**src/rtl/branch_pkg.sv**
```systemverilog
// Shared definitions for the branch resolve unit: op encodings, FSM states, defaults.
package branch_pkg;

    localparam logic [1:0] OP_NONE = 2'b00;
    localparam logic [1:0] OP_BEQ  = 2'b01;
    localparam logic [1:0] OP_BNE  = 2'b10;
    localparam logic [1:0] OP_RSVD = 2'b11;

    localparam int unsigned DEF_FLUSH_CYCLES = 2;

    typedef enum logic {
        IDLE  = 1'b0,
        FLUSH = 1'b1
    } state_e;

    // Reserved and none ops are never taken.
    function automatic logic branch_taken(input logic [1:0] op, input logic zero);
        logic taken;
        case (op)
            OP_BEQ:  taken = zero;
            OP_BNE:  taken = !zero;
            default: taken = 1'b0;
        endcase
        return taken;
    endfunction

endpackage

```
**src/rtl/branch_target_adder.sv**
```systemverilog
// Branch target: pc_plus4 plus the word offset scaled to bytes, wrapping modulo 2^32.
module branch_target_adder (
    input  logic [31:0] i_pc_plus4,
    input  logic [31:0] i_imm,
    output logic [31:0] o_target
);

    logic [31:0] w_imm_shl;

    assign w_imm_shl = i_imm << 2;
    assign o_target  = i_pc_plus4 + w_imm_shl;

endmodule

```
**src/rtl/branch_resolve_unit.sv**
```systemverilog
// EX-stage branch resolution: registers the ALU result, decides taken, redirects the PC
// and holds a younger-stage flush for FLUSH_CYCLES cycles after each taken branch.
module branch_resolve_unit
    import branch_pkg::*;
#(
    parameter int unsigned FLUSH_CYCLES = DEF_FLUSH_CYCLES,
    parameter int unsigned CNT_W        = 16
) (
    input  logic             clk,
    input  logic             rst_n,
    input  logic             in_valid,
    output logic             in_ready,
    input  logic [31:0]      in_result,
    input  logic [1:0]       in_op,
    input  logic [31:0]      in_pc_plus4,
    input  logic [31:0]      in_imm,
    output logic             out_valid,
    input  logic             out_ready,
    output logic [31:0]      out_result,
    output logic             out_zero,
    output logic             out_taken,
    output logic             redirect_valid,
    output logic [31:0]      redirect_pc,
    output logic             flush,
    output logic [CNT_W-1:0] taken_count
);

    localparam logic [2:0]       FLUSH_LAST = 3'(FLUSH_CYCLES - 1);
    localparam logic [CNT_W-1:0] CNT_MAX    = '1;
    localparam logic [CNT_W-1:0] CNT_ONE    = CNT_W'(1);

    state_e            r_state;
    state_e            w_state_d;
    logic [2:0]        r_flush_cnt;
    logic [2:0]        w_flush_cnt_d;
    logic              r_out_valid;
    logic [31:0]       r_out_result;
    logic              r_out_zero;
    logic              r_out_taken;
    logic              r_redirect_valid;
    logic [31:0]       r_redirect_pc;
    logic [CNT_W-1:0]  r_taken_count;

    logic              w_zero;
    logic              w_taken;
    logic              w_in_xfer;
    logic              w_br_xfer;
    logic [31:0]       w_target;

    assign w_zero    = (in_result == 32'd0);
    assign w_taken   = branch_taken(in_op, w_zero);
    assign in_ready  = (r_state == IDLE) && (!r_out_valid || out_ready);
    assign w_in_xfer = in_valid && in_ready;
    assign w_br_xfer = w_in_xfer && w_taken;

    branch_target_adder u_target_adder (
        .i_pc_plus4 (in_pc_plus4),
        .i_imm      (in_imm),
        .o_target   (w_target)
    );

    always_comb begin
        w_state_d     = r_state;
        w_flush_cnt_d = r_flush_cnt;
        case (r_state)
            IDLE: begin
                if (w_br_xfer) begin
                    w_state_d     = FLUSH;
                    w_flush_cnt_d = 3'd0;
                end
            end
            FLUSH: begin
                if (r_flush_cnt == FLUSH_LAST) begin
                    w_state_d     = IDLE;
                    w_flush_cnt_d = 3'd0;
                end else begin
                    w_flush_cnt_d = r_flush_cnt + 3'd1;
                end
            end
            default: begin
                w_state_d     = IDLE;
                w_flush_cnt_d = 3'd0;
            end
        endcase
    end

    always_ff @(posedge clk) begin
        if (!rst_n) begin
            r_state          <= IDLE;
            r_flush_cnt      <= 3'd0;
            r_out_valid      <= 1'b0;
            r_out_result     <= 32'd0;
            r_out_zero       <= 1'b0;
            r_out_taken      <= 1'b0;
            r_redirect_valid <= 1'b0;
            r_redirect_pc    <= 32'd0;
            r_taken_count    <= '0;
        end else begin
            r_state          <= w_state_d;
            r_flush_cnt      <= w_flush_cnt_d;
            r_redirect_valid <= w_br_xfer;
            if (w_in_xfer) begin
                r_out_valid  <= 1'b1;
                r_out_result <= in_result;
                r_out_zero   <= w_zero;
                r_out_taken  <= w_taken;
            end else if (out_ready) begin
                r_out_valid  <= 1'b0;
            end
            if (w_br_xfer) begin
                r_redirect_pc <= w_target;
            end
            // Saturate rather than wrap so software sees a ceiling, not a reset.
            if (w_br_xfer && (r_taken_count != CNT_MAX)) begin
                r_taken_count <= r_taken_count + CNT_ONE;
            end
        end
    end

    assign out_valid      = r_out_valid;
    assign out_result     = r_out_result;
    assign out_zero       = r_out_zero;
    assign out_taken      = r_out_taken;
    assign redirect_valid = r_redirect_valid;
    assign redirect_pc    = r_redirect_pc;
    assign flush          = (r_state == FLUSH);
    assign taken_count    = r_taken_count;

endmodule

```
**config.mk**
```make
export PLATFORM = sky130hd
export DESIGN_NAME = branch_resolve_unit
export DESIGN_NICKNAME = d
export VERILOG_FILES = /design/src/rtl/branch_pkg.sv /design/src/rtl/branch_target_adder.sv /design/src/rtl/branch_resolve_unit.sv
export SDC_FILE = /design/constraint.sdc
export NUM_CORES = 1
export LEC_CHECK = 0
export CAP_MARGIN = 10
export CORE_MARGIN = 1
export CORE_UTILIZATION = 44
export CTS_CLUSTER_DIAMETER = 100
export DETAILED_ROUTE_END_ITERATION = 7
export PLACE_DENSITY = 0.81
export RECOVER_POWER = 100
export SLEW_MARGIN = 0
export SYNTH_ARGS = -nofsm -noshare
export SYNTH_HDL_FRONTEND = slang
export SYNTH_SLANG_ARGS = --single-unit
```
**constraint.sdc**
```tcl
create_clock -name clk -period 3.44 [get_ports clk]
set_input_delay 0.688 -clock clk [delete_from_list [all_inputs] [get_ports clk]]
set_output_delay 0.688 -clock clk [all_outputs]
set_load 0.02 [all_outputs]
```
==> results of run 1 <==
[layout by cell type (no fill, tap or decap), types with 5 or more instances in the layout]
| cell type | instances |
|---|---|
| xor2_1 | 14 |
| nor3_1 | 13 |
| a21oi_1 | 81 |
| nand2b_1 | 9 |
| dfxtp_1 | 88 |
| nor2b_1 | 5 |
| o21ai_0 | 24 |
| a211oi_1 | 8 |
| nand3_1 | 20 |
| buf_4 | 12 |
| nand4_1 | 9 |
| and3_1 | 10 |
| nand2_1 | 126 |
| dlygate4sd3_1 | 88 |
| xnor2_1 | 14 |
| inv_1 | 14 |
| clkdlybuf4s50_1 | 97 |
| clkbuf_8 | 9 |
| nor2_1 | 29 |
| a21o_1 | 17 |
| ha_1 | 30 |
| nor4_1 | 8 |
| o21bai_1 | 6 |
| or3_1 | 6 |
[power groups by stage]
stage | Combinational [mW] | Clock [mW] | Sequential [mW]
detailed placement | 0.684 | 0 | 1.12
finish | 0.672 | 0.692 | 1.09
global placement | 0.669 | 0 | 1.11
floorplan | 0.318 | 0 | 1.17
global route | 0.733 | 0.758 | 1.10
CTS | 0.688 | 0.712 | 1.09
[flip-flops by register name (all words and copies together), names as in the netlist]
register	cells
out_result	32
redirect_pc	32
taken_count	16
r_flush_cnt	3
flush	1
out_taken	1
out_valid	1
out_zero	1
redirect_valid	1
[cells by family after synthesis]
logic type / Yosys count
compound gates: 177
xor+xnor: 28
fa+ha+maj: 31
buf+inv: 44
flops: 88
mux: 2
simple gates: 249
[metrics by stage]
step                setup WS, ns   util  power [mW]
global route              0.0466  0.675        2.59
finish                     0.225  0.675        2.45
CTS                        0.137  0.676        2.49
global placement         -0.0841  0.657        1.78
floorplan                  0.432      -        1.48
detailed placement        -0.240  0.657        1.80
[worst reg2reg max path, cell delays in order, from the launching register on]
cell	delay (ns)
dfxtp_1	0.42
and3_1	0.23
and3_1	0.24
nand3_1	0.17
nor3_1	0.40
or3_1	0.27
nor3_1	0.08
xnor2_1	0.14
nor2_1	0.06
[metal layers]
metal  wire length [um]  part of all wire  GRT usage
met4                263             0.019     0.0753
met2               6930              0.49      0.443
met1               5960              0.43      0.296
met3                868             0.062     0.0365
met5                  0                 0          0
[cell type report]
cell class              count  share of cell area
flip-flops and latches     88               0.248
multi-input cells         487               0.413
well taps                 136              0.0240
clock inverters             7             0.00988
clock buffers               9              0.0175
inverters                  14             0.00741
repair buffers            204               0.280
[path summary, 6_finish.rpt]
path	endpoint	startpoint	slack, ns	depth (start not counted)
max	redirect_pc[30]	in_pc_plus4[2]	0.23	13
min	redirect_pc[5]	redirect_pc[5]	0.45	2
max reg2reg	taken_count[14]	taken_count[6]	1.27	8
min reg2reg	redirect_pc[5]	redirect_pc[5]	0.45	2
[what timing repair did]
| action | 4_1_cts | 5_1_grt |
|---|---|---|
| resized for setup | 0 | 3 |
| endpoints found under the setup margin | 0 | 4 |
| hold endpoints to repair | 0 | 0 |
| hold buffers | 0 | 0 |
==> run metrics, run 1 <==
Worst path top cell family by delay=compound AO/OA/AOI/OAI gates; WP buf/inv=3; Synth Area in Compound Gates=0.225; synthesis warning total=0; most used cell, CP=a21oi_2; CP cell instances=clkdlybuf4s50_1, ha_1, inv_1, fa_1, nand2b_1, a21oi_2, o21ai_1, o31a_1, a21oi_2, buf_4, o31ai_1, a32o_1, a211oi_1; Max FO, Critical Path=4; Max clock buf depth=2; setup_tns=0 ns; Placed Cells=929; result of the run=complete, no violations; Max IR drop VDD=0.189 mV; n_diodes=0; Initial Util=0.461; Post-Syn Area=0.00484 mm2; switching share of power=0.321; Reg power frac=0.444; maximum operating frequency=311 MHz; DRT iter0 DRCs=293; Clk Latency, worst-skew pair=0.35 ns; Tightest Hold Check Type=flip-flop to flip-flop; RePlAce Congestion=0.894; register area=0.00176 mm2; Mapped Nets=752; global route overflow=0; first-pass GRT wire length=22.6 mm; # rows=37; first-pass iteration count of the detailed router=5; Max-Cap Viols=0; layout cells sized above 1=0.0457; vias in the first global route=4896; ANT nets after route=0; Pint=1.67 mW; final non-filler cell total=945; final hold violations=0; final net count=937; Critical Path RT=3.70 ns; Synth area leader=dfxtp_1; most frequent cell after synthesis=nand2_1; DR WL/cell=14.8 um; via count=5170; worst slew pin tran=1.36 ns; full die area=0.0114 mm2; top cell type's share of synthesized area=0.364; Synth Area in XOR/XNOR=0.0507; clk slew on worst S/H paths=0.10 ns; H-tree levels=3; total core area=0.0105 mm2; worst hold slack=0.451 ns; # Post-CTS Setup Buffers=0; Layout area overhead=46.5%; CP peak stage delay=0.48 ns; number of fill cells=861; chip height=107 um; nature of the critical path startpoint=primary input; pin count of the biggest net entering global routing=32; CTS tree=built; post-synthesis simple-gate area fraction=0.239; P per Cell Area=346 mW/mm2; RSZ-0062 raised after global routing=no; design area=0.00709 mm2; register area share after synthesis=0.364; mux cell area share after synthesis=0.00414; Setup Viol. Count Final=0; Placement Cell Area=0.00691 mm2; fraction of registers with async set or reset after synthesis=0; Worst path slowest cell=clkdlybuf4s50_1; Critical Path Sink Type=flip-flop; # DRC=0; Clock power frac=0.282; Clock Tree Root=clkbuf_8; initial antenna violation count=0; Most used DFF post-synth=dfxtp_1; CTS Buf Count=9; Clock Sinks=88; fin. max-slew vios=0; HPWL Detailed=10.9 mm; Syn Area/Cell=7.82 um2; IO Count=188; fin crit share=0.934; area used by multi-input combinational logic=0.00293 mm2; largest family of logic cells by synthesized area=simple AND/OR/NAND/NOR gates; synth top area cells=dfxtp_1 (36%), nand2_1 (9.8%), a21oi_1 (8.6%), ha_1 (7.8%), a21o_1 (2.6%); cells after synthesis=619; I/O Buffers=185; die span in x=107 um; Crit Path Class=primary input to flip-flop; Final Routed Wirelength=14.0 mm; Synth Area in Adders=0.0817; clock skew=0.0165 ns; Synth Register Bits=88; Logic pwr share=0.274; vias per cell=5.47; Post-synth EDFFs=0; Net Sw Power=787 uW; top post-synthesis cells by count=nand2_1 (126), dfxtp_1 (88), a21oi_1 (83), ha_1 (30), nor2_1 (29); Synth cell types=50; crit path DAT=3.48 ns; GR Util All Layers=0.245; Leak=3.03 nW; min Tclk post-route=3.21 ns; Rel. slew slack=0.0938
(Power assumes the default switching activity.)
==> inputs of run 2 (changes only) <==
--- a/config.mk
+++ b/config.mk
@@ -12,6 +12,7 @@
 export DETAILED_ROUTE_END_ITERATION = 7
 export PLACE_DENSITY = 0.81
 export RECOVER_POWER = 100
+export REMOVE_ABC_BUFFERS = 1
 export SLEW_MARGIN = 0
 export SYNTH_ARGS = -nofsm -noshare
 export SYNTH_HDL_FRONTEND = slang
==> run 2 against run 1 <==
Global-route usage rose by 0.078 points. Power is 6.0% higher. Critical path type unchanged. Maximum frequency is 2.0% lower. Largest cell class unchanged. Sequential share of layout area shrank 0.24 points. Non-clock buffer count increased by 4. Critical endpoint unchanged. Register-to-register slack lost 0.16 ns. Sequential cell count is the same. Clock skew down 0.0044 ns. Sequential power barely moved. First-iteration DRC count decreased by 21%. Die area did not move. Largest power group unchanged. Wire length grew 1.7%.
==> run metrics, run 2 (synthesis results as in run 1) <==
most used cell, CP=a21oi_1; IO Count=188 (unchanged); final hold violations=0 (unchanged); design area=0.00716 mm2 (+0.97%); # Post-CTS Setup Buffers=0 (unchanged); full die area=0.0114 mm2 (unchanged); hold buffer count at CTS=0 (unchanged); routed wl met2=6.88 mm (-0.68%); min Tclk post-route=3.28 ns (+0.0641 ns); # DRC=0 (unchanged); fin. max-slew vios=0 (unchanged); Rel. slew slack=0.113 (+0.0188); RePlAce Congestion=0.859 (-3.9%); most common cell after layout, fill and taps aside=nand2_1; fin crit share=0.953 (+0.0186); vias in the first global route=5034 (+2.8%); Placement Cell Area=0.00694 mm2 (+0.43%); Initial Util=0.461 (unchanged); first-pass iteration count of the detailed router=5 (unchanged); Final Routed Wirelength=14.3 mm (+1.7%); crit path DAT=3.54 ns (+0.06 ns); final net count=941 (+0.43%); slack of the critical path=0.161 ns (-0.0641 ns); Clock Tree Root=clkbuf_8; Clk Latency, worst-skew pair=0.35 ns (about the same); CP cell instances=clkdlybuf4s50_1, ha_1, inv_1, fa_1, nand2b_1, a21oi_1, o21ai_1, o31a_1, a21oi_1, buf_4, o31ai_1, a32o_1, a211oi_1; fin util=0.681 (+0.00655); via count=5221 (+0.99%); total core area=0.0105 mm2 (unchanged); nature of the critical path startpoint=primary input; Critical Path Sink Type=flip-flop; Crit Path Class=primary input to flip-flop; I/O Buffers=185 (unchanged); first-pass GRT wire length=22.8 mm (+0.86%); number of fill cells=868 (+0.81%); Metal-1 WL=6.05 mm (+1.5%); chip height=107 um (unchanged); Leak=3.07 nW (+1.3%); result of the run=complete, no violations; Max IR drop VDD=0.164 mV (-13%); CTS tree=built; n_diodes=0 (unchanged); worst slew pin tran=1.33 ns (-0.0282 ns); worst hold slack=0.450 ns (-0.00150 ns); Routed met3 length=932 um (+7.4%); Max-Cap Viols=0 (unchanged); pin count of the biggest net entering global routing=40 (+25%); Clock Sinks=88 (unchanged); vias per cell=5.50 (+0.56%); H-tree levels=3 (unchanged); DR WL/cell=15.0 um (+1.3%); ANT nets after route=0 (unchanged); DRT iter0 DRCs=231 (-21%); P per Cell Area=363 mW/mm2 (+5.0%); clock skew=0.0120 ns (-0.00445 ns); Max clock buf depth=2 (unchanged); # rows=37 (unchanged); Setup WS pre-CTS=-0.166 ns (+0.0736 ns); initial antenna violation count=0 (unchanged); Max FO, Critical Path=4 (unchanged); CP peak stage delay=0.47 ns (about the same); Top Layer Used=met4; post-CTS sizing=0 (unchanged); die span in x=107 um (unchanged); Critical Path RT=3.70 ns (about the same); layout cells sized above 1=0.0492 (+0.00347); Setup Viol. Count Final=0 (unchanged); CTS Buf Count=9 (unchanged); Tightest Hold Check Type=flip-flop to flip-flop; GR Util All Layers=0.245 (+0.000781); HPWL Detailed=10.8 mm (-1.6%); most frequent cells in the layout=nand2_1 (126), clkdlybuf4s50_1 (96), dlygate4sd3_1 (89); global route overflow=0 (unchanged); RSZ-0062 raised after global routing=no; clk slew on worst S/H paths=0.08 ns (-0.02 ns); Layout area overhead=47.9%; Worst path slowest cell=clkdlybuf4s50_1; maximum operating frequency=305 MHz (-2.0%)
run 2: changes by cell type in the layout (fill, tap and decap cells not counted), sizes merged, moves of 2 or more:
cell / previous run / this run
bufinv: 0 / 2
clkbuf: 14 / 16
buf: 14 / 19
inv: 18 / 14
clkinv: 2 / 0
run 2: cell type report:
cell class / count / area, um2 / share of cell area
clock buffers: 12 / 165 / 0.0231
multi-input cells: 487 / 2910 / 0.407
repair buffers: 208 / 2020 / 0.283
clock inverters: 4 / 75.1 / 0.0105
inverters: 14 / 52.6 / 0.00734
flip-flops and latches: 88 / 1760 / 0.246
well taps: 136 / 170 / 0.0238
run 2: final timing paths:
path / start / end / slack [ns] / cells past startpoint
max: in_pc_plus4[2] / redirect_pc[30] / 0.16 / 13
min: redirect_pc[5] / redirect_pc[5] / 0.45 / 2
max reg2reg: out_valid / out_result[23] / 1.11 / 6
min reg2reg: redirect_pc[5] / redirect_pc[5] / 0.45 / 2
run 2: stage by stage:
stage | total power [mW] | setup TNS [ns] | instances
finish | 2.60 | 0 | 949
floorplan | 1.47 | -0.124 | 589
detailed placement | 1.80 | -0.461 | 933
CTS | 2.64 | 0 | 949
global placement | 1.79 | -0.201 | 933
global route | 2.73 | 0 | 949
run 2: critical path: cells and delay by family:
kind,cells,cell delay (ns)
simple gates,1,0.17
buf+inv,3,0.68
compound gates,7,1.44
fa+ha+maj,2,0.55
run 2: power by group:
group          leakage, nW  total (mW)  switching, mW  internal, mW
clock                0.115       0.835          0.366         0.469
sequential           0.717        1.09         0.0235          1.06
combinational         2.24       0.679          0.354         0.325
run 2: routing by layer:
layer	global-route usage	vias up
met5	0	-
li1	-	2579
met4	0.115	0
met3	0.0377	35
met1	0.292	2389
met2	0.431	218
==> inputs of run 3 (changes only) <==
--- a/config.mk
+++ b/config.mk
@@ -9,6 +9,7 @@
 export CORE_MARGIN = 1
 export CORE_UTILIZATION = 44
 export CTS_CLUSTER_DIAMETER = 100
+export CTS_CLUSTER_SIZE = 40
 export DETAILED_ROUTE_END_ITERATION = 7
 export PLACE_DENSITY = 0.81
 export RECOVER_POWER = 100
==> results of run 3 <==
Final layout, timing and power as in run 2 (identical DEF).
